$ cat src/rtl/pattern_tx_pkg.sv
// Shared definitions for the serial pattern transmitter: FSM state encoding
// and the pattern value loaded into the pattern register at reset.
package pattern_tx_pkg;

  typedef enum logic [1:0] {
    IDLE = 2'd0,
    SEND = 2'd1,
    GAP  = 2'd2,
    DONE = 2'd3
  } state_t;

  localparam logic [3:0] DEF_PATTERN = 4'b1010;

endpackage

$ cat src/rtl/pattern_tx_down_cnt.sv
// Loadable down-counter with a zero flag; load wins over decrement and the
// count never wraps below zero.
module down_cnt #(
  parameter int W = 4
) (
  input  logic         clk,
  input  logic         rst,
  input  logic         load,
  input  logic [W-1:0] load_val,
  input  logic         dec,
  output logic [W-1:0] count,
  output logic         zero
);

  always_ff @(posedge clk or posedge rst) begin
    if (rst) begin
      count <= '0;
    end else if (load) begin
      count <= load_val;
    end else if (dec && !zero) begin
      count <= count - W'(1);
    end
  end

  assign zero = (count == '0);

endmodule

$ cat src/rtl/pattern_tx.sv
// Serial pattern transmitter: sends a captured pattern MSB-first, rep times,
// with optional idle gaps, over a valid/ready bit stream.
module pattern_tx
  import pattern_tx_pkg::*;
#(
  parameter int               PAT_W   = 4,
  parameter int               REP_W   = 8,
  parameter int               GAP_W   = 4,
  parameter logic [PAT_W-1:0] DEF_PAT = PAT_W'(DEF_PATTERN)
) (
  input  logic             clk,
  input  logic             rst,
  input  logic             start,
  input  logic [PAT_W-1:0] pattern,
  input  logic [REP_W-1:0] rep,
  input  logic [GAP_W-1:0] gap,
  output logic             out_bit,
  output logic             out_valid,
  input  logic             out_ready,
  output logic             busy,
  output logic             done
);

  localparam int               IDX_W   = $clog2(PAT_W);
  localparam logic [IDX_W-1:0] IDX_MAX = IDX_W'(PAT_W - 1);

  state_t             state, state_n;
  logic [PAT_W-1:0]   pat_r;
  logic [GAP_W-1:0]   gap_r;
  logic               capture;

  logic [IDX_W-1:0]   bit_idx;
  logic [REP_W-1:0]   reps_left;
  logic [GAP_W-1:0]   gap_cnt;
  logic               bit_zero, reps_zero, gap_zero;
  logic               bit_load, bit_dec, reps_load, reps_dec, gap_load, gap_dec;
  logic               reps_last, gap_last;

  down_cnt #(.W(IDX_W)) u_bit_idx (
    .clk(clk), .rst(rst), .load(bit_load), .load_val(IDX_MAX),
    .dec(bit_dec), .count(bit_idx), .zero(bit_zero)
  );

  down_cnt #(.W(REP_W)) u_reps_left (
    .clk(clk), .rst(rst), .load(reps_load), .load_val(rep),
    .dec(reps_dec), .count(reps_left), .zero(reps_zero)
  );

  down_cnt #(.W(GAP_W)) u_gap_cnt (
    .clk(clk), .rst(rst), .load(gap_load), .load_val(gap_r),
    .dec(gap_dec), .count(gap_cnt), .zero(gap_zero)
  );

  // Treating a zero count as "last" keeps the FSM from sticking if a counter
  // is ever observed at zero where a one was expected.
  assign reps_last = reps_zero || (reps_left == REP_W'(1));
  assign gap_last  = gap_zero  || (gap_cnt   == GAP_W'(1));

  always_ff @(posedge clk or posedge rst) begin
    if (rst) begin
      state <= IDLE;
      pat_r <= DEF_PAT;
      gap_r <= '0;
    end else begin
      state <= state_n;
      if (capture) begin
        pat_r <= pattern;
        gap_r <= gap;
      end
    end
  end

  always_comb begin
    state_n   = state;
    capture   = 1'b0;
    bit_load  = 1'b0;
    bit_dec   = 1'b0;
    reps_load = 1'b0;
    reps_dec  = 1'b0;
    gap_load  = 1'b0;
    gap_dec   = 1'b0;
    unique case (state)
      IDLE: begin
        if (start) begin
          capture = 1'b1;
          if (rep != '0) begin
            bit_load  = 1'b1;
            reps_load = 1'b1;
            state_n   = SEND;
          end else begin
            state_n = DONE;
          end
        end
      end
      SEND: begin
        if (out_ready) begin
          if (!bit_zero) begin
            bit_dec = 1'b1;
          end else if (reps_last) begin
            state_n = DONE;
          end else begin
            reps_dec = 1'b1;
            bit_load = 1'b1;
            if (gap_r != '0) begin
              gap_load = 1'b1;
              state_n  = GAP;
            end
          end
        end
      end
      GAP: begin
        gap_dec = 1'b1;
        if (gap_last) state_n = SEND;
      end
      DONE: state_n = IDLE;
      default: state_n = IDLE;
    endcase
  end

  assign out_valid = (state == SEND);
  assign out_bit   = (state == SEND) ? pat_r[bit_idx] : 1'b0;
  assign busy      = (state != IDLE);
  assign done      = (state == DONE);

endmodule

$ cat config.mk
export PLATFORM = sky130hd
export DESIGN_NAME = pattern_tx
export DESIGN_NICKNAME = d
export VERILOG_FILES = /design/src/rtl/pattern_tx_pkg.sv /design/src/rtl/pattern_tx_down_cnt.sv /design/src/rtl/pattern_tx.sv
export SDC_FILE = /design/constraint.sdc
export NUM_CORES = 1
export LEC_CHECK = 0
export ABC_AREA = 0
export ABC_CLOCK_PERIOD_IN_PS = 2400
export CAP_MARGIN = 15
export CELL_PAD_IN_SITES_DETAIL_PLACEMENT = 1
export CELL_PAD_IN_SITES_GLOBAL_PLACEMENT = 1
export CORE_ASPECT_RATIO = 1.4
export CORE_MARGIN = 8
export CORE_UTILIZATION = 42
export CTS_BUF_LIST = sky130_fd_sc_hd__clkbuf_2 sky130_fd_sc_hd__clkbuf_4 sky130_fd_sc_hd__clkbuf_8
export CTS_CLUSTER_SIZE = 16
export DETAILED_ROUTE_END_ITERATION = 6
export HOLD_SLACK_MARGIN = 0.06
export PLACE_DENSITY = 0.87
export SETUP_SLACK_MARGIN = 0.5
export SYNTH_ARGS = -nofsm -noshare
export SYNTH_HDL_FRONTEND = slang
export SYNTH_SLANG_ARGS = --single-unit
$ cat constraint.sdc
create_clock -name clk -period 2.4 [get_ports clk]
set_input_delay 0.48 -clock clk [delete_from_list [all_inputs] [get_ports clk]]
set_output_delay 0.48 -clock clk [all_outputs]
set_load 0.005 [all_outputs]
==> out/metrics.csv <==
metric;value;unit
mean post-synth cell area;10.1;µm²
Die W;65.1;µm
initial core utilization;0.428;
delay-heaviest family, CP;simple AND/OR/NAND/NOR gates;
Total Die Area;5520;µm²
Max-cap violations;0;
clock sink count;24;
worst path bufs/invs;0;
GR Util All Layers;0.156;
most frequent cells in the layout;dfrtp_1 (20), clkdlybuf4s50_1 (20), nand2_1 (13), buf_4 (13);
Worst-Margin Slew;0.805;ns
Clk Latency, worst-skew pair;0.28;ns
Synth Area in XOR/XNOR;0.0124;
sequential area share after synthesis;0.425;
CP startpoint kind;flop;
status;complete, no violations;
Hold-fix buffers, CTS;0;
Mapped Nets;166;
slew margin rel.;0.458;
Die Height;84.7;µm
Pins Over Slew Limit;0;
post-synthesis cell area;1420;µm²
worst hold-check path type;flop to flop;
fill count;376;
IO buf count;23;
via count;1338;
slowest stage cell, crit path;or4_4;
adder-cell share of the synthesized area;0.0530;
pin count of the biggest net entering global routing;25;
Fin. Hold Viols;0;
Worst IR Drop VDD;0.627;mV
Cell Rows;25;
Clock Skew;0.00460;ns
yosys warns;0;
Pwr per Cell Area;1170;nW/µm²
post-synthesis compound-gate area fraction;0.181;
initial antenna violation count;0;
total gr overflow;0;
cells after synthesis;140;
RSZ-0062 raised after global routing;yes;
vias per inst;6.11;
drt initial violations;41;
worst-path maximum fanout;7;
CTS max path bufs;2;
Tmin final;1.97;ns
clk slew on worst S/H paths;0.09;ns
final core occ;0.572;
GPL Wtd Cong;0.867;
Synth async-reset ratio;1.00;
top cell type's share of synthesized area;0.388;
final wirelength;4400;µm
synthesis-stage register bit count;24;
post-route ant nets;0;
wire per inst;20.1;µm
Simple-Gate Fraction of Synth Area;0.212;
WP data arrival;2.19;ns
IO Pins;24;
Critical Path, Cell by Cell;or4_4 > o41a_1 > nand2b_1 > o221a_1;
DP Wirelength;3080;µm
crit-path max cell delay;0.57;ns
combinational family with the most area after synthesis;simple AND/OR/NAND/NOR gates;
EDFF count, synth;0;
Residual DRC;0;
Root Buffer;clkbuf_8;
f_max;507;MHz
share of post-route cells with drive strength above 1;0.291;
vias in the first global route;1459;
Setup crit end kind;flop;
First-pass DRT Iterations;4;
H-tree levels;1;
P&R area growth vs syn;33.7;%
kind of critical path;flop to flop;
first-pass GRT wire length;6870;µm
mux cell area share after synthesis;0.0874;
top cell type by total area after synthesis;dfrtp_1;
Lkg Pwr;0.827;nW
# nets final;206;
Crit path required time;2.61;ns
Final period util;0.821;
Core Footprint;3320;µm²
main area contributors after synthesis;dfrtp_1 (39%), mux2_2 (7.1%), ha_1 (5.3%), dfstp_2 (3.7%), nand2_1 (3.4%);
ant diodes;0;
Num CTS Buffers;3;
CTS tree;done;
library cells used by synthesis;46;
setup TNS;0;ns
top_reg_cell synth;dfrtp_1;
# setup viols final;0;
==> cell usage after synthesis, drive strengths merged, types with 2 or more instances <==
master,n
dfrtp,22
nand2,13
inv,9
mux2,9
nand3,9
nor2,7
ha,6
or4,6
nor3,5
o21ai,5
a21oi,4
a31oi,3
nor4,3
a21o,2
a22oi,2
and2,2
clkbuf,2
dfstp,2
nand2b,2
nor3b,2
o21bai,2
o221a,2
o41ai,2
or2,2
==> cell families (layout without fill, tap and decap cells) <==
kind of cell	Yosys count	after routing
simple gates	55	55
compound gates	32	32
flops	24	24
buf+inv	11	50
mux	10	10
fa+ha+maj	6	6
xor+xnor	2	2
==> metrics by stage <==
step           hold WS (ns)  power (mW)  instances  setup WS (ns)  area (µm²)
6_report              0.529        2.21        219          0.428        1900
5_1_grt               0.557        2.34        219          0.392        1900
4_1_cts               0.539        2.10        216          0.368        1840
3_5_place_dp          0.519        1.78        206         0.0873        1730
3_3_place_gp          0.484        1.69        206          0.171        1730
2_1_floorplan         0.475        1.41        140          0.503        1420
==> final timing paths <==
kind | cells past startpoint | slack, ns | start | to
worst min register to register | 1 | 0.53 | pat_r[0]$_DFFE_PP0P_ | pat_r[0]$_DFFE_PP0P_
worst max register to register | 4 | 0.43 | u_reps_left.count[2]$_DFFE_PP0P_ | u_gap_cnt.count[1]$_DFFE_PP0P_
worst max-delay path | 4 | 0.43 | u_reps_left.count[2]$_DFFE_PP0P_ | u_gap_cnt.count[1]$_DFFE_PP0P_
worst min-delay path | 1 | 0.53 | pat_r[0]$_DFFE_PP0P_ | pat_r[0]$_DFFE_PP0P_
max in group asynchronous | 3 | 1.56 | rst | pat_r[1]$_DFFE_PP1P_
min in group asynchronous | 3 | 0.55 | rst | pat_r[0]$_DFFE_PP0P_
==> timing repair <==
action | CTS | global route
gates resized for setup | 12 | 14
pin swaps | 4 | 5
setup buffers | 6 | 3
hold endpoints to repair | 0 | 0
endpoints found under the setup margin | 19 | 18
==> cell type report <==
| class | instances | area [µm²] | share of cell area |
|---|---|---|---|
| Sequential cell | 24 | 606 | 0.319 |
| Timing Repair Buffer | 37 | 332 | 0.175 |
| Clock buffer | 4 | 48.8 | 0.0257 |
| Tap cell | 40 | 50.0 | 0.0264 |
| Multi-Input combinational cell | 105 | 826 | 0.436 |
| Inverter | 9 | 33.8 | 0.0178 |
==> power by group <==
| group | internal [mW] | switching (mW) | leakage [nW] | total [mW] |
|---|---|---|---|---|
| logic | 0.573 | 0.545 | 0.523 | 1.12 |
| clock network | 0.131 | 0.139 | 0.0262 | 0.270 |
| registers | 0.615 | 0.208 | 0.278 | 0.823 |
| total | 1.32 | 0.892 | 0.827 | 2.21 |
==> flip-flops by register name, summed over array words and instances, names as in the netlist <==
signal / count
gap_r: 4
pat_r: 4
state: 2
u_bit_idx.count: 2
u_gap_cnt.count: 4
u_reps_left.count: 8
==> layer usage <==
layer | global-route usage | share of wire | vias up
met5 | 0 | 0 | -
met4 | 0.0677 | 0.031 | 0
met3 | 0.0320 | 0.040 | 13
met2 | 0.281 | 0.53 | 47
met1 | 0.167 | 0.40 | 681
li1 | - | - | 597
No activity file was read; power rests on OpenSTA's default activity.
